[src/rtl/board_pkg.sv]
// Shared board-level constants and types for the iCE40 switch conditioning logic.
package board_pkg;

  // System clock rate; the timing defaults below are derived from it.
  localparam int CLK_HZ = 25000000;

  // 10 ms of stable input before a new switch level is accepted.
  localparam int DEBOUNCE_LIMIT_DEFAULT = CLK_HZ / 100;

  // 1 s of continuous hold before a long-press pulse is issued.
  localparam int LONG_LIMIT_DEFAULT = CLK_HZ;

  // Number of push-button switches on the board.
  localparam int NUM_SWITCHES = 4;

  // Accepted (debounced) level of a single switch.
  typedef enum logic {
    LEVEL_LOW  = 1'b0,
    LEVEL_HIGH = 1'b1
  } level_e;

endpackage

[src/rtl/debounce_channel.sv]
// Single switch channel: two-flop synchroniser, stable-time debouncer and
// long-press detector, producing a clean level plus press/release/long pulses.
module debounce_channel
  import board_pkg::*;
#(
  parameter int DEBOUNCE_LIMIT = DEBOUNCE_LIMIT_DEFAULT,
  parameter int LONG_LIMIT     = LONG_LIMIT_DEFAULT
) (
  input  logic i_Clk,
  input  logic i_Rst_L,
  input  logic i_Switch,
  output logic o_Switch,
  output logic o_Press,
  output logic o_Release,
  output logic o_Long
);

  localparam int DB_WIDTH   = (DEBOUNCE_LIMIT > 1) ? $clog2(DEBOUNCE_LIMIT) : 1;
  localparam int HOLD_WIDTH = $clog2(LONG_LIMIT + 1);

  localparam logic [DB_WIDTH-1:0]   DB_LAST   = DB_WIDTH'(DEBOUNCE_LIMIT - 1);
  localparam logic [HOLD_WIDTH-1:0] HOLD_LAST = HOLD_WIDTH'(LONG_LIMIT);

  logic                  sync1;
  logic                  sync2;
  level_e                state;
  level_e                next_state;
  logic [DB_WIDTH-1:0]   db_count;
  logic [DB_WIDTH-1:0]   next_db_count;
  logic [HOLD_WIDTH-1:0] hold_count;
  logic [HOLD_WIDTH-1:0] next_hold_count;
  logic                  long_fired;
  logic                  next_long_fired;
  logic                  press_d;
  logic                  release_d;
  logic                  long_d;

  // Register all channel state; every flop clears on a low reset sample.
  always_ff @(posedge i_Clk) begin
    if (!i_Rst_L) begin
      sync1      <= 1'b0;
      sync2      <= 1'b0;
      state      <= LEVEL_LOW;
      db_count   <= '0;
      hold_count <= '0;
      long_fired <= 1'b0;
      o_Press    <= 1'b0;
      o_Release  <= 1'b0;
      o_Long     <= 1'b0;
    end else begin
      sync1      <= i_Switch;
      sync2      <= sync1;
      state      <= next_state;
      db_count   <= next_db_count;
      hold_count <= next_hold_count;
      long_fired <= next_long_fired;
      o_Press    <= press_d;
      o_Release  <= release_d;
      o_Long     <= long_d;
    end
  end

  // Next level and counters: any agreeing sample restarts the debounce count,
  // and the hold counter runs only while high and not yet fired, saturating.
  always_comb begin
    next_state      = state;
    next_db_count   = db_count;
    next_hold_count = hold_count;
    next_long_fired = long_fired;

    if (state == level_e'(sync2)) begin
      next_db_count = '0;
    end else if (db_count == DB_LAST) begin
      next_state    = level_e'(sync2);
      next_db_count = '0;
    end else begin
      next_db_count = db_count + 1'b1;
    end

    if (state == LEVEL_LOW) begin
      next_hold_count = '0;
      next_long_fired = 1'b0;
    end else if (!long_fired && (hold_count != HOLD_LAST)) begin
      next_hold_count = hold_count + 1'b1;
      if (next_hold_count == HOLD_LAST) begin
        next_long_fired = 1'b1;
      end
    end
  end

  // Pulse decode, registered so each pulse lines up with the level change.
  always_comb begin
    press_d   = (state == LEVEL_LOW)  && (next_state == LEVEL_HIGH);
    release_d = (state == LEVEL_HIGH) && (next_state == LEVEL_LOW);
    long_d    = (state == LEVEL_HIGH) && !long_fired && (next_hold_count == HOLD_LAST);
  end

  assign o_Switch = (state == LEVEL_HIGH);

endmodule

[src/rtl/switch_debounce.sv]
// Conditioning stage for the board's push-button switches: one fully
// independent debounce channel per switch.
module switch_debounce
  import board_pkg::*;
#(
  parameter int DEBOUNCE_LIMIT = DEBOUNCE_LIMIT_DEFAULT,
  parameter int LONG_LIMIT     = LONG_LIMIT_DEFAULT
) (
  input  logic                    i_Clk,
  input  logic                    i_Rst_L,
  input  logic [NUM_SWITCHES-1:0] i_Switch,
  output logic [NUM_SWITCHES-1:0] o_Switch,
  output logic [NUM_SWITCHES-1:0] o_Press,
  output logic [NUM_SWITCHES-1:0] o_Release,
  output logic [NUM_SWITCHES-1:0] o_Long
);

  for (genvar g = 0; g < NUM_SWITCHES; g++) begin : g_channel
    debounce_channel #(
      .DEBOUNCE_LIMIT (DEBOUNCE_LIMIT),
      .LONG_LIMIT     (LONG_LIMIT)
    ) u_channel (
      .i_Clk     (i_Clk),
      .i_Rst_L   (i_Rst_L),
      .i_Switch  (i_Switch[g]),
      .o_Switch  (o_Switch[g]),
      .o_Press   (o_Press[g]),
      .o_Release (o_Release[g]),
      .o_Long    (o_Long[g])
    );
  end

endmodule

[config.mk]
export PLATFORM = sky130hd
export DESIGN_NAME = switch_debounce
export DESIGN_NICKNAME = d
export VERILOG_FILES = /design/src/rtl/board_pkg.sv /design/src/rtl/debounce_channel.sv /design/src/rtl/switch_debounce.sv
export SDC_FILE = /design/constraint.sdc
export NUM_CORES = 1
export LEC_CHECK = 0
export ABC_AREA = 1
export CAP_MARGIN = 10
export CORE_ASPECT_RATIO = 1.25
export CORE_UTILIZATION = 60
export CTS_CLUSTER_SIZE = 14
export DETAILED_ROUTE_END_ITERATION = 12
export PLACE_DENSITY_LB_ADDON = 0.12
export SLEW_MARGIN = 20
export SYNTH_ARGS = -nofsm -noshare
export SYNTH_HDL_FRONTEND = slang
export SYNTH_SLANG_ARGS = --single-unit
[constraint.sdc]
create_clock -name i_Clk -period 4.6 [get_ports i_Clk]
set_input_delay 0.92 -clock i_Clk [delete_from_list [all_inputs] [get_ports i_Clk]]
set_output_delay 0.92 -clock i_Clk [all_outputs]
set_load 0.05 [all_outputs]
After elaboration in Yosys (flattened, before gate mapping)
Index checks and enable logic that the tools add are counted.
{"block": "classes", "addsub": 8, "multipliers": 0, "div": 0, "magnitude_cmp": 0, "n_eq_ne": 20, "shifts": 0, "mux": 16, "n_bitwise": 9, "n_reduce_logical": 36}
{"cell": "equality test 25 bit, second input constant", "n": 8}
{"cell": "2-to-1 mux 25 bit", "n": 8}
{"cell": "adder 25 x 1 -> 25 bit, second input constant", "n": 4}
{"cell": "inequality test 25 bit, second input constant", "n": 4}
{"cell": "adder 18 x 1 -> 18 bit, second input constant", "n": 4}
{"cell": "equality test 18 bit, second input constant", "n": 4}
{"cell": "logical AND 1 bit", "n": 20}
{"cell": "AND reduction 2 bit", "n": 8}
{"cell": "OR reduction 3 bit", "n": 4}
{"cell": "inverter 1 bit", "n": 9}
{"cell": "2-to-1 mux 1 bit", "n": 8}
{"cell": "equality test 1 bit", "n": 4}
{"cell": "zero test 1 bit", "n": 4}
{"block": "word_totals", "reg_bits": 200, "latch_bits": 0, "ram_bits": 0, "romBits": 0, "in_bits": 6, "out_inout_bits": 16, "elab_cells": 125, "n_memories": 0}

Depth between registers and ports, before layout
Gate-level depths: netlist of the first run.
{"block": "logic_depth", "word_depth": 6, "ltp_mapped": 17, "mapped_depth_nobuf": 16}

Cells and area by module
A second synthesis of the first run with hierarchy kept.
{"block": "hier_totals", "cells_unflattened": 2008, "hier_area_um2": 12286.8}
{"mod": "debounce_channel", "n_inst": 4, "cells_each": 502, "area_per_inst_um2": 3071.7, "seq_area_each_um2": 1001.0}

Least setup slack after synthesis of the first run
No wires, ideal clock.
{"block": "synth_path", "path_kind": "input-to-reg", "start": "in i_Rst_L", "end": "reg g_channel[0].u_channel.hold_count[15]", "setup_ps": 128, "arrival_ps": 1866, "t_required_ps": 4472, "setup_slack_ps": 2606, "path_stages": 5, "n_path_buf": 3, "path_cell_list": "inv_1 -> clkbuf_1 -> clkbuf_1 -> clkbuf_1 -> nor2_1"}
{"item": "from (decl)", "line_no": "switch_debounce.sv:10", "source": "input logic i_Rst_L,"}
{"item": "to (signal assigned)", "line_no": "debounce_channel.sv:55", "source": "hold_count <= next_hold_count;"}
{"item": "to (decl)", "line_no": "debounce_channel.sv:30", "source": "logic [HOLD_WIDTH-1:0] hold_count;"}
No word-level cell between the ends.

Worst setup path after layout of the first run
{"block": "layout_path", "start": "reg g_channel[0].u_channel.state", "end": "out o_Switch[0]"}
{"item": "from (decl)", "line_no": "debounce_channel.sv:26", "source": "level_e state;"}
{"item": "from (signal assigned)", "line_no": "debounce_channel.sv:53", "source": "state <= next_state;"}
{"item": "to (decl)", "line_no": "switch_debounce.sv:12", "source": "output logic [NUM_SWITCHES-1:0] o_Switch,"}
No word-level cell between the ends.

==> impl_metrics.env, run 1 <==
export IMPL_outcome="complete, no violations"
export IMPL_max_stage_delay_ns=0.97
export IMPL_syn_nets=2035
export IMPL_dp_hpwl_mm=21.4
export IMPL_final_cells=2284
export IMPL_layout_drive_gt1_share=0.0487
export IMPL_vias_per_cell=5.30
export IMPL_dieArea_um2=21000
export IMPL_area_growth_pct=6.58
export IMPL_clock_skew_ns=0.0174
export IMPL_rows=58
export IMPL_cp_num_buf_inv=1
export IMPL_grt_max_degree=54
export IMPL_seqPwrFrac=0.524
export IMPL_path_class="reg -> out"
export IMPL_die_height_um=162
export IMPL_syn_area_um2=12200
export IMPL_fin_area_um2=13000
export IMPL_holdPathStages=2
export IMPL_swShare=0.238
export IMPL_yosysWarnings=0
export IMPL_wl_mm=29.1
export IMPL_fin_crit_sh=0.704
export IMPL_setup_viol=0
export IMPL_cts_max_path_buffers=2
export IMPL_finalNetCount=2019
export IMPL_drt_iter0_drc=974
export IMPL_p_leak_nw=5.09
export IMPL_p_clk_frac=0.464
export IMPL_yosysSeqAreaShare=0.327
export IMPL_power_total_mw=3.31
export IMPL_ff2ff_setup_slack_ns=1.45
export IMPL_netlist_instances=2017
export IMPL_max_cap_viol_count=0
export IMPL_gp_congestion=0.953
export IMPL_p_int_mw=2.53
export IMPL_cp_endpoint="o_Switch[0]"
export IMPL_h_tree_depth=4
export IMPL_critPathMaxFanout=25
export IMPL_post_cts_buffers=0
export IMPL_overflow=0
export IMPL_die_x_um=130
export IMPL_endpoint_kind="output pin"
export IMPL_cts_root_buf="clkbuf_16"
export IMPL_cts_buffers=17
export IMPL_slew_headroom=0.231
export IMPL_drc_errors=0
export IMPL_p_sw_mw=0.787
export IMPL_grt_first_pass_wirelength_mm=49.1
export IMPL_crit_path_top_delay_cell="clkdlybuf4s50_1"
export IMPL_powerDensity_nw_per_um2=254
export IMPL_peakVddDrop_mv=0.267
export IMPL_cp_cell_sequence="clkdlybuf4s50_1"
export IMPL_routedWlPerCell_um=12.8
export IMPL_ioPinCount=22
export IMPL_cp_startpoint="g_channel[0].u_channel.o_Switch"
export IMPL_track_usage=0.288
export IMPL_initial_core_util=0.611
export IMPL_crit_arrival_ns=2.32
export IMPL_cts_resized=0
export IMPL_postCtsHoldBufs=0
export IMPL_coreArea_um2=20000
export IMPL_crit_required_ns=3.68
export IMPL_setup_ws_ns=1.36
export IMPL_placed_cell_area_um2=12400
export IMPL_avgSynthCellArea_um2=6.06
export IMPL_cts_sinks=200
export IMPL_r2r_start="g_channel[3].u_channel.hold_count[16]"
export IMPL_dp_cells=2252
export IMPL_dr_pass1_iters=6
export IMPL_postRouteAntennaNets=0
export IMPL_clk_latency_ns=0.45
export IMPL_fin_tns_setup_ns=0
export IMPL_critPathTopFamily="buffers and inverters"
export IMPL_worstMarginPinSlew_ns=1.15
export IMPL_combPwrFrac=0.012
export IMPL_min_period_ns=3.24
export IMPL_cp_num_cells=1
export IMPL_fmax_mhz=309
export IMPL_final_hold_viol_count=0
export IMPL_grt_pass1_vias=11000
export IMPL_yosysUniqueCellTypes=48
export IMPL_r2r_end="g_channel[3].u_channel.o_Long"
export IMPL_portBuffers=21
export IMPL_num_vias=12100
export IMPL_place_ws_ns=1.61
export IMPL_worstHoldPathType="reg -> reg"
export IMPL_rsz0062_at_grt="false"
export IMPL_cts_tree="done"
export IMPL_ys_ff_latch=200
export IMPL_antenna_found_initial=0
export IMPL_antenna_cells=0
export IMPL_cts_clk_slew_worst_paths_ns=0.08
export IMPL_start_kind="flip-flop"
export IMPL_maxSlewViolCount=0
export IMPL_reg2regPathDepth=14
## power groups by stage
stage,Combinational (mW),Clock (mW),Sequential (mW)
final,0.0388,1.54,1.74
after global routing,0.0433,1.63,1.74
after CTS,0.0388,1.56,1.74
after detailed placement,0.0385,0,1.78
after global placement,0.0379,0,1.78
after floorplan,0.0252,0,1.78
## routing by layer
metal  vias to the layer above  wire length, um  track usage
met4                         0              797        0.115
li1                       6280                -            -
met3                        69             1370       0.0397
met2                       321            14200        0.503
met1                      5431            12800        0.353
met5                         -                0            0
## flip-flops by register name (all words and copies together) (netlist names)
signal / flops
g_channel.u_channel.db_count: 72
g_channel.u_channel.sync1: 4
g_channel.u_channel.o_Long: 4
g_channel.u_channel.long_fired: 4
g_channel.u_channel.o_Release: 4
g_channel.u_channel.hold_count: 100
g_channel.u_channel.o_Switch: 4
g_channel.u_channel.o_Press: 4
g_channel.u_channel.sync2: 4
## synthesized netlist by cell type, drive strengths merged
library cell | number | share of area
nand2 | 597 | 0.19
nor2 | 392 | 0.13
inv | 265 | 0.082
dfxtp | 200 | 0.33
nand3 | 186 | 0.080
a21oi | 68 | 0.028
nor3 | 66 | 0.029
o21ai | 41 | 0.017
xor2 | 41 | 0.029
buf | 37 | 0.024
nand4 | 30 | 0.015
clkbuf | 25 | 0.0077
ha | 12 | 0.012
nor4 | 12 | 0.0061
nor3b | 10 | 0.0065
nand3b | 6 | 0.0037
xnor2 | 6 | 0.0043
o211ai | 4 | 0.0033
a31oi | 3 | 0.0015
a211oi | 2 | 0.0012
and3 | 2 | 0.0010
clkinv | 2 | 0.00061
o21a | 2 | 0.0012
o21bai | 2 | 0.0012
or2 | 2 | 0.0010
and2 | 1 | 0.00051
o211a | 1 | 0.00082
or3 | 1 | 0.00051
or4 | 1 | 0.00061
## cell type report
cell class,instances,area (um^2)
Clock buffer,17,425
Timing Repair Buffer,27,255
Clock inverter,15,170
Inverter,267,1010
Sequential cell,200,4000
Multi-Input combinational cell,1488,6840
Tap cell,270,338
Fill cell,1968,6990
## cell usage in the layout, fill, tap and decap left out, drive strengths merged, types with 3 or more instances in the layout
master / synthesis / routed
nor3b: 10 / 10
ha: 12 / 12
nor2: 392 / 392
nand3: 186 / 186
nand4: 30 / 30
a21oi: 68 / 68
clkbuf: 25 / 17
clkdlybuf4s50: 0 / 21
clkinv: 2 / 5
inv: 265 / 276
o211ai: 4 / 4
a31oi: 3 / 3
nand3b: 6 / 6
nor3: 66 / 66
nand2: 597 / 597
o21ai: 41 / 41
dfxtp: 200 / 200
xor2: 41 / 41
xnor2: 6 / 6
buf: 37 / 6
nor4: 12 / 12
## cell families after synthesis
group / after synthesis / share of synthesized area
buf+inv: 329 / 0.114
flops: 200 / 0.327
xor+xnor: 47 / 0.0337
simple gates: 1306 / 0.459
compound gates: 123 / 0.0545
fa+ha+maj: 12 / 0.0123
## per-stage QoR
step | util | hold WS [ns]
floorplan | - | 0.390
global placement | 0.621 | 0.394
detailed placement | 0.621 | 0.401
CTS | 0.651 | 0.422
global route | 0.651 | 0.449
finish | 0.651 | 0.421
## tightest hold or removal path: cells and delay by family (launching register included)
family,cells,cell delay [ns]
DFF,1,0.31
and+or+nand+nor,1,0.05
buffers and inverters,1,0.04
## how the worst min path moves through the flow
stage | slack [ns] | to | start
floorplan | 0.39 | g_channel[0].u_channel.sync2 | g_channel[0].u_channel.sync1
global placement | 0.39 | g_channel[0].u_channel.sync2 | g_channel[0].u_channel.sync1
detailed placement | 0.40 | g_channel[0].u_channel.sync2 | g_channel[0].u_channel.sync1
CTS | 0.42 | g_channel[0].u_channel.sync2 | g_channel[0].u_channel.sync1
global route | 0.45 | g_channel[2].u_channel.sync2 | g_channel[2].u_channel.sync1
finish | 0.42 | g_channel[0].u_channel.sync2 | g_channel[0].u_channel.sync1
Note: power is estimated with default switching activity, not from simulation.
==> inputs of run 2 (changes only) <==
--- a/config.mk
+++ b/config.mk
@@ -8,7 +8,7 @@
 export ABC_AREA = 1
 export CAP_MARGIN = 10
 export CORE_ASPECT_RATIO = 1.25
-export CORE_UTILIZATION = 60
+export CORE_UTILIZATION = 57
 export CTS_CLUSTER_SIZE = 14
 export DETAILED_ROUTE_END_ITERATION = 12
 export PLACE_DENSITY_LB_ADDON = 0.12
==> constraint.sdc (replaced) <==
create_clock -name i_Clk -period 2.9 [get_ports i_Clk]
set_input_delay 0.58 -clock i_Clk [delete_from_list [all_inputs] [get_ports i_Clk]]
set_output_delay 0.58 -clock i_Clk [all_outputs]
set_load 0.05 [all_outputs]
==> run 2 against run 1 <==
  * Clock power rose by 58%
  * Design area up 0.48%
  * Power grew 59%
  * Non-clock buffer count grew 7
  * Highest routed layer unchanged
  * First-iteration DRC count fell by 16%
  * Global-route usage shrank 1.3 points
  * Utilization down 2.4 points
  * Sequential power grew 58%
  * Routed wire length rose by 1.3%
  * Setup slack got worse by 0.96 ns
==> impl_metrics.env, run 2 (same netlist as run 1, synthesis figures left out) <==
export IMPL_outcome="complete, no violations"
export IMPL_drc_errors=0
export IMPL_cpMostUsedCell="nor2_1"
export IMPL_worstMarginPinSlew_ns=0.829
export IMPL_area_growth_pct=7.09
export IMPL_largest_register_ffs=100
export IMPL_fmax_mhz=400
export IMPL_setup_viol=0
export IMPL_cts_root_buf="clkbuf_16"
export IMPL_start_kind="flip-flop"
export IMPL_crit_arrival_ns=2.87
export IMPL_grt_first_pass_wirelength_mm=50.5
export IMPL_fin_util=0.627
export IMPL_grt_pass1_vias=11400
export IMPL_finalNetCount=2026
export IMPL_layout_commonest_cell="nand2_1"
export IMPL_cts_max_path_buffers=2
export IMPL_final_cell_mix="nand2_1 (586), nor2_1 (371), inv_1 (254)"
export IMPL_rows=59
export IMPL_cp_cell_sequence="inv_1 > ha_1 > inv_1 > nor2_1 > nand2_1 > nor2_1 > nand3_2 > nand2_2 > buf_4 > nand2_1 > nand2_1 > nor2_1 > nor2_1 > nand2_1 > nor2_1 > nand2_1 > nor2_1"
export IMPL_n_fill_cell=2011
export IMPL_max_stage_delay_ns=0.34
export IMPL_power_total_mw=5.25
export IMPL_clk_latency_ns=0.44
export IMPL_grt_max_degree=75
export IMPL_portBuffers=21
export IMPL_overflow=0
export IMPL_post_cts_buffers=0
export IMPL_fin_area_um2=13100
export IMPL_maxSlewViolCount=0
export IMPL_top_regs="g_channel.u_channel.hold_count: 100 flops, g_channel.u_channel.db_count: 72 flops"
export IMPL_cp_num_buf_inv=3
export IMPL_crit_required_ns=3.27
export IMPL_ff2ff_setup_slack_ns=0.40
export IMPL_max_cap_viol_count=0
export IMPL_antenna_found_initial=0
export IMPL_critPathTopFamily="simple AND/OR/NAND/NOR gates"
export IMPL_clock_skew_ns=0.0130
export IMPL_rsz0062_at_grt="false"
export IMPL_final_hold_viol_count=0
export IMPL_endpoint_kind="flip-flop"
export IMPL_num_vias=12200
export IMPL_critPathMaxFanout=23
export IMPL_worstHoldPathType="reg -> reg"
export IMPL_placed_cell_area_um2=12500
export IMPL_gp_congestion=0.925
export IMPL_antenna_cells=0
export IMPL_drt_iter0_drc=822
export IMPL_fin_tns_setup_ns=0
export IMPL_layout_drive_gt1_share=0.0520
export IMPL_fin_crit_sh=0.862
export IMPL_powerDensity_nw_per_um2=401
export IMPL_path_class="reg -> reg"
export IMPL_die_height_um=166
export IMPL_die_x_um=133
export IMPL_ioPinCount=22
export IMPL_vias_per_cell=5.31
export IMPL_cts_sinks=200
export IMPL_coreArea_um2=20900
export IMPL_min_period_ns=2.50
export IMPL_postRouteAntennaNets=0
export IMPL_wl_mm=29.5
export IMPL_peakVddDrop_mv=0.395
export IMPL_dieArea_um2=22000
export IMPL_cts_clk_slew_worst_paths_ns=0.08
export IMPL_routedWlPerCell_um=12.9
export IMPL_largest_register="g_channel.u_channel.hold_count"
export IMPL_slew_headroom=0.447
export IMPL_cts_tree="done"
export IMPL_postCtsHoldBufs=0
export IMPL_dp_hpwl_mm=22.0
export IMPL_initial_core_util=0.585
export IMPL_track_usage=0.275
export IMPL_h_tree_depth=4
export IMPL_cts_buffers=17
export IMPL_crit_path_top_delay_cell="dfxtp_1"
export IMPL_p_leak_nw=5.13
export IMPL_dr_pass1_iters=8
export IMPL_cts_resized=0
[run 2: cell type report]
| type | count | area (um^2) | area share |
|---|---|---|---|
| Multi-Input combinational cell | 1488 | 6840 | 0.522 |
| Sequential cell | 200 | 4000 | 0.306 |
| Inverter | 267 | 1010 | 0.0768 |
| Clock buffer | 17 | 425 | 0.0325 |
| Tap cell | 274 | 343 | 0.0262 |
| Timing Repair Buffer | 34 | 308 | 0.0235 |
| Clock inverter | 15 | 175 | 0.0134 |
[run 2: tightest hold or removal path, stage by stage (launching register included)]
cell and delay, ns:
dfxtp_1 0.31, nand2_1 0.05, inv_1 0.04
[run 2: routing by layer]
layer,track usage,vias up,part of all wire
met3,0.0357,85,0.037
met1,0.327,5541,0.44
met2,0.490,282,0.49
li1,-,6281,-
met4,0.119,0,0.031
met5,0,-,0
[run 2: path summary, 6_finish.rpt]
check	from	to	cells past startpoint
setup / recovery	g_channel[1].u_channel.hold_count[0]	g_channel[1].u_channel.o_Long	17
hold / removal	g_channel[0].u_channel.sync1	g_channel[0].u_channel.sync2	2
setup reg to reg	g_channel[1].u_channel.hold_count[0]	g_channel[1].u_channel.o_Long	17
hold reg to reg	g_channel[0].u_channel.sync1	g_channel[0].u_channel.sync2	2
[run 2: through the flow]
step	cells	setup WS, ns	hold slack, ns
detailed placement	2263	0.455	0.409
floorplan	2017	1.12	0.390
global placement	2263	0.471	0.398
finish	2295	0.399	0.426
CTS	2295	0.428	0.428
global route	2295	0.213	0.443
[run 2: where the power goes]
| group | switching [mW] | internal (mW) | total [mW] |
|---|---|---|---|
| logic | 0.0460 | 0.0161 | 0.0621 |
| registers | 0.00335 | 2.75 | 2.75 |
| clock network | 1.20 | 1.24 | 2.44 |
